<file path="config.mk">
export PLATFORM = sky130hd
export DESIGN_NAME = issue_hazard_controller
export DESIGN_NICKNAME = d
export VERILOG_FILES = /design/src/rtl/mips_isa_pkg.sv /design/src/rtl/ins_class_decode.sv /design/src/rtl/issue_hazard_controller.sv
export SDC_FILE = /design/constraint.sdc
export NUM_CORES = 1
export LEC_CHECK = 0
export ABC_AREA = 1
export CAP_MARGIN = 0
export CORE_MARGIN = 4
export CORE_UTILIZATION = 35
export DETAILED_ROUTE_END_ITERATION = 8
export HOLD_SLACK_MARGIN = 0.15
export SLEW_MARGIN = 20
export SYNTH_ARGS = -nofsm -noshare
export SYNTH_HDL_FRONTEND = slang
export SYNTH_HIERARCHICAL = 1
export SYNTH_SLANG_ARGS = --single-unit
export TNS_END_PERCENT = 1
</file>
<file path="constraint.sdc">
create_clock -name clk -period 1.55 [get_ports clk]
set_input_delay 0.31 -clock clk [delete_from_list [all_inputs] [get_ports clk]]
set_output_delay 0.31 -clock clk [all_outputs]
set_load 0.05 [all_outputs]
</file>
<file path="src/rtl/mips_isa_pkg.sv">
// Shared ISA definitions for the 8-bit MIPS pipeline: opcodes, field ranges,
// the canonical NOP word and the issue controller state encoding.
package mips_isa_pkg;

  localparam int INS_W = 20;

  localparam int OP_HI = 19;
  localparam int OP_LO = 15;
  localparam int RW_HI = 14;
  localparam int RW_LO = 10;
  localparam int RA_HI = 9;
  localparam int RA_LO = 5;
  localparam int RB_HI = 4;
  localparam int RB_LO = 0;

  localparam logic [4:0] OP_LOAD  = 5'b10100;
  localparam logic [4:0] OP_STORE = 5'b10101;
  localparam logic [4:0] OP_HALT  = 5'b11110;
  localparam logic [4:0] OP_NOP   = 5'b11111;

  // Immediate class is any opcode with op[4:3] == 2'b01
  localparam logic [4:0] IMM_MASK  = 5'b11000;
  localparam logic [4:0] IMM_MATCH = 5'b01000;

  localparam logic [INS_W-1:0] NOP_WORD = {OP_NOP, 15'b0};

  typedef enum logic [1:0] {
    RUN    = 2'd0,
    DRAIN  = 2'd1,
    HALTED = 2'd2
  } state_t;

endpackage

</file>
<file path="src/rtl/ins_class_decode.sv">
// Opcode classifier: which register fields an instruction reads/writes and
// whether it is a load or a halt.
module ins_class_decode
  import mips_isa_pkg::*;
(
  input  logic [4:0] op,
  output logic       reads_ra,
  output logic       reads_rb,
  output logic       writes_rw,
  output logic       is_load,
  output logic       is_halt
);

  always_comb begin
    reads_ra  = 1'b1;
    reads_rb  = 1'b1;
    writes_rw = 1'b1;
    is_load   = 1'b0;
    is_halt   = 1'b0;
    if (op == OP_LOAD) begin
      reads_rb = 1'b0;
      is_load  = 1'b1;
    end else if (op == OP_STORE) begin
      writes_rw = 1'b0;
    end else if ((op & IMM_MASK) == IMM_MATCH) begin
      reads_rb = 1'b0;
    end else if (op == OP_HALT) begin
      reads_ra  = 1'b0;
      reads_rb  = 1'b0;
      writes_rw = 1'b0;
      is_halt   = 1'b1;
    end else if (op == OP_NOP) begin
      reads_ra  = 1'b0;
      reads_rb  = 1'b0;
      writes_rw = 1'b0;
    end
  end

endmodule

</file>
<file path="src/rtl/issue_hazard_controller.sv">
// Issue stage between fetch and dependency check: one instruction per cycle,
// NOP bubbles on load-use hazards, and HALT drain/freeze sequencing.
module issue_hazard_controller
  import mips_isa_pkg::*;
#(
  parameter int LOAD_LAT   = 1,
  parameter int PIPE_DEPTH = 4
) (
  input  logic              clk,
  input  logic              reset,
  input  logic [INS_W-1:0]  fetch_ins,
  input  logic              fetch_valid,
  output logic              fetch_ready,
  output logic [INS_W-1:0]  iss_ins,
  output logic              iss_valid,
  output logic              bubble,
  output logic              pc_hold,
  output logic              halted,
  output logic [15:0]       stall_cnt
);

  state_t      state_reg, state_next;
  logic [3:0]  drain_reg, drain_next;
  logic [2:0]  ld_cnt_reg, ld_cnt_next;
  logic [4:0]  ld_rd_reg, ld_rd_next;

  logic [INS_W-1:0] ins_next;
  logic             valid_next;
  logic             bubble_next;
  logic [15:0]      stall_next;

  logic [4:0] op, rw, ra, rb;
  logic       reads_ra, reads_rb, writes_rw, is_load, is_halt;
  logic       hazard, accept, src_match;

  assign op = fetch_ins[OP_HI:OP_LO];
  assign rw = fetch_ins[RW_HI:RW_LO];
  assign ra = fetch_ins[RA_HI:RA_LO];
  assign rb = fetch_ins[RB_HI:RB_LO];

  ins_class_decode u_decode (
    .op        (op),
    .reads_ra  (reads_ra),
    .reads_rb  (reads_rb),
    .writes_rw (writes_rw),
    .is_load   (is_load),
    .is_halt   (is_halt)
  );

  // R0 is hardwired, so it can never be the source side of a hazard
  assign src_match = (reads_ra && ra != 5'd0 && ra == ld_rd_reg) ||
                     (reads_rb && rb != 5'd0 && rb == ld_rd_reg);

  assign hazard      = fetch_valid && state_reg == RUN && ld_cnt_reg != 3'd0 &&
                       ld_rd_reg != 5'd0 && src_match;
  assign fetch_ready = (state_reg == RUN) && !hazard;
  assign pc_hold     = fetch_valid && !fetch_ready;
  assign accept      = fetch_valid && fetch_ready;

  always_comb begin
    state_next = state_reg;
    drain_next = drain_reg;
    case (state_reg)
      RUN: begin
        if (accept && is_halt) begin
          state_next = DRAIN;
          drain_next = PIPE_DEPTH[3:0];
        end
      end
      DRAIN: begin
        if (drain_reg != 4'd0) drain_next = drain_reg - 4'd1;
        if (drain_reg <= 4'd1) state_next = HALTED;
      end
      HALTED:  state_next = HALTED;
      default: state_next = RUN;
    endcase
  end

  always_comb begin
    ins_next    = NOP_WORD;
    valid_next  = 1'b0;
    bubble_next = 1'b0;
    stall_next  = stall_cnt;
    ld_rd_next  = ld_rd_reg;
    ld_cnt_next = (ld_cnt_reg != 3'd0) ? ld_cnt_reg - 3'd1 : 3'd0;
    if (accept) begin
      ins_next   = fetch_ins;
      valid_next = 1'b1;
      if (is_load) begin
        // A load to R0 leaves ld_rd at 0, which never arms a hazard
        ld_rd_next  = writes_rw ? rw : 5'd0;
        ld_cnt_next = LOAD_LAT[2:0];
      end
    end else if (hazard) begin
      valid_next  = 1'b1;
      bubble_next = 1'b1;
      if (stall_cnt != 16'hFFFF) stall_next = stall_cnt + 16'd1;
    end
  end

  always_ff @(posedge clk or posedge reset) begin
    if (reset) begin
      state_reg  <= RUN;
      drain_reg  <= 4'd0;
      ld_cnt_reg <= 3'd0;
      ld_rd_reg  <= 5'd0;
      iss_ins    <= NOP_WORD;
      iss_valid  <= 1'b0;
      bubble     <= 1'b0;
      halted     <= 1'b0;
      stall_cnt  <= 16'd0;
    end else begin
      state_reg  <= state_next;
      drain_reg  <= drain_next;
      ld_cnt_reg <= ld_cnt_next;
      ld_rd_reg  <= ld_rd_next;
      iss_ins    <= ins_next;
      iss_valid  <= valid_next;
      bubble     <= bubble_next;
      halted     <= (state_next == HALTED);
      stall_cnt  <= stall_next;
    end
  end

endmodule

</file>
==> out/metrics.cfg <==
[timing]
rsz0062_at_grt = yes
worst_slack_ns = -0.4438
finClkSkew_ns = 0.008241
drv_slew = 0
maxSlewHeadroom = 0.7155
period_needed_ns = 1.994
period_share = 1.286
finalSetupViolCount = 31
tightest_slew_ns = 0.4248
clock.fmax_mhz = 501.6
hold_viol = 0
tns_ns = -3.538

[synth]
synth_edf_count = 0
synth_mux_area_frac = 0
synth.top_cells.by_count = nand2_1, dfrtp_1, inv_1
synth-compound-area-share = 0.06183
synth-xor-area-share = 0.04881
synth_cell_type_count = 38
synth_fp_nets = 347
synth-simple-area-share = 0.2910
yosys.area_share.adder = 0.01395
syn_area_sq_um = 2691
yosysMostFrequentCell = nand2_1
synth_cells = 321
async_flop_share = 1.000
synth_top_area_frac = 0.4463
yosysSeqAreaShare = 0.4951
synth_area_leaders = dfrtp_1, nand2_1, inv_1
synth_top_family_by_area = simple AND/OR/NAND/NOR gates
yosys_warnings = 6
synth_seq_cells = 53
synth_flop_cell = dfrtp_1
syn_avg_cell_area_sq_um = 8.384
yosysTopAreaCell = dfrtp_1

[run_status]
outcome = finished with violations
violations = negative setup slack

[global_routing]
grt_overflow_total = 0
antenna_found_initial = 0
grt_pass1_vias = 2613
grt_use_total = 0.1641
grt_max_degree = 54
grt_pass1_wl_microns = 11850

[final_layout]
fin_nets = 476
largest_reg_flops = 20
fin_area_sq_um = 4395
final_util = 0.5964
layoutNonFillerInstCount = 550
drive_gt1_frac = 0.3769
diodes = 0
area_growth_pct = 63.32
fillCellCount = 679

[drt]
post-route-drc-count = 0
via_per_inst = 4.615
wl_met1_microns = 2833
drt_wl_total_microns = 6974
dr_wl_met2_microns = 3705
first_pass_iters = 4
top_layer_used = met4
wl_met3_microns = 376
ant_nets = 0
wl_per_cell_microns = 12.68
vias = 2538
drt_iter0_drc = 122

[power_and_ir_drop]
irDropWorstVdd_mv = 0.3318
powerDensity_nw_per_um2 = 576.8
p_leak_nw = 2.211
total_power_mw = 2.535

[clocking]
clk_path_buf_depth = 2
h-tree-depth = 2
numCtsBuffers = 5
cts.sinks = 53
clkLatencyLatePin_ns = 0.30
cts_tree = done
clk_pin_slew_ns = 0.09
root_buffer = clkbuf_8

[place]
hpwlAfterDp_microns = 5265
place_inst = 534
place_congestion = 0.8496
io_buffers = 63
placed_cell_area_sq_um = 4121

[worst_setup_path]
worst_ep_arrival_time_ns = 1.68
critPathMaxStageDelay_ns = 0.41
end_kind = output port
slowest_stage = dfrtp_1
critical_path.most_common_cell = nand2_2
cp.required_ns = 1.24
critPathMaxFanout = 3
path_cells = inv_2 -> buf_6 -> nand2_2 -> nand2_2 -> nor2_1 -> nand4_1 -> nand2_1 -> nand2_2 -> nand2_2 -> inv_4 -> nor2_4 -> buf_12
cp-start-kind = flop
setup.worst_path.class = reg -> out

[floorplan]
ioPinCount = 64
core_sq_um = 7370
die_w_microns = 95.69
die_h_microns = 95.69
dieArea_sq_um = 9157
num_rows = 31
initial_utilization = 0.3652

[worst_hold_path]
hold_path.class = in -> reg

[run]
cap_violations = 0

-- critical path: cells and delay by family, from the launching register on --
kind	cells	cell delay, ns
AND/OR/NAND/NOR	8	0.61
flip-flops	1	0.41
buffers and inverters	4	0.36
-- metrics by stage --
step / hold slack (ns) / worst slack (ns)
final: 0.2747 / -0.4438
after global routing: 0.2807 / -0.5555
after CTS: 0.3492 / -0.4911
after detailed placement: 0.4684 / -0.7881
after global placement: 0.4648 / -0.7196
after floorplan: 0.4162 / -0.3221
-- routing by layer --
layer,vias to the layer above,GRT usage
li1,1261,-
met1,1201,0.1860
met2,67,0.3005
met3,9,0.04378
met4,0,0.04739
met5,-,0
-- cell families (layout without fill, tap and decap cells) --
group                      count (synthesis)  in the layout
and+or+nand+nor                          170            170
buffers and inverters                     54            184
DFF                                       53             53
AOI/OAI and AO/OA                         26             26
xor gates and xnor gates                  15             15
adders and majority gates                  3              3
-- layout by cell type (no fill, tap or decap), types with 3 or more instances in the layout --
cell             netlist  final
o21ai_2                5      6
xor2_1                11     11
clkbuf_8               0      6
buf_4                  1     71
nor2_2                 4      5
nand2_2                5      8
xnor2_1                4      4
nor3_1                 5      4
dlygate4sd2_1          0      8
dfstp_2                5      5
dlymetal6s2s_1         0      3
buf_6                  2      4
nand3_1               21     19
o21ai_1                9     11
nand2_1               70     63
inv_2                  2      6
or2_1                  4      4
dfrtp_1               48     46
buf_12                 1     31
nand2_4                0      3
clkdlybuf4s50_1        0      8
nand4_1                4      4
nor2_4                 1      3
nor2_1                42     39
inv_1                 46     40
-- power breakdown --
part | switching, mW | internal, mW | leakage [nW]
registers | 0 | 1.38 | 0.664
clock network | 0.434 | 0.527 | 0.0585
logic | 0.0983 | 0.0936 | 1.49
-- what timing repair did --
item	4_1_cts	5_1_grt
endpoints found under the setup margin	51	51
hold endpoints to repair	0	0
pin swaps	11	14
hold buffers	0	0
resized for setup	39	18
buffers inserted	7	1
-- final timing paths --
check | from | end | slack, ns | cells past startpoint
max in group asynchronous | reset | iss_ins[16] | 0.89 | 3
worst min-delay path | fetch_ins[5] | iss_ins[5] | 0.27 | 3
min in group asynchronous | reset | stall_cnt[1] | 0.37 | 3
worst max register to register | ld_rd_reg[1] | stall_cnt[4] | -0.22 | 14
worst max-delay path | ld_rd_reg[1] | pc_hold | -0.44 | 12
worst min register to register | drain_reg[1] | drain_reg[1] | 0.49 | 2
-- cell type report --
type	count	area (sq um)	area share
inverters	48	185.2	0.04213
repair buffers	128	1401	0.3188
flip-flops and latches	53	1335	0.3037
well taps	99	123.9	0.02818
multi-input cells	214	1234	0.2807
clock inverters	1	30.03	0.006832
clock buffers	7	86.33	0.01964
Note: power is estimated with default switching activity, not from simulation.
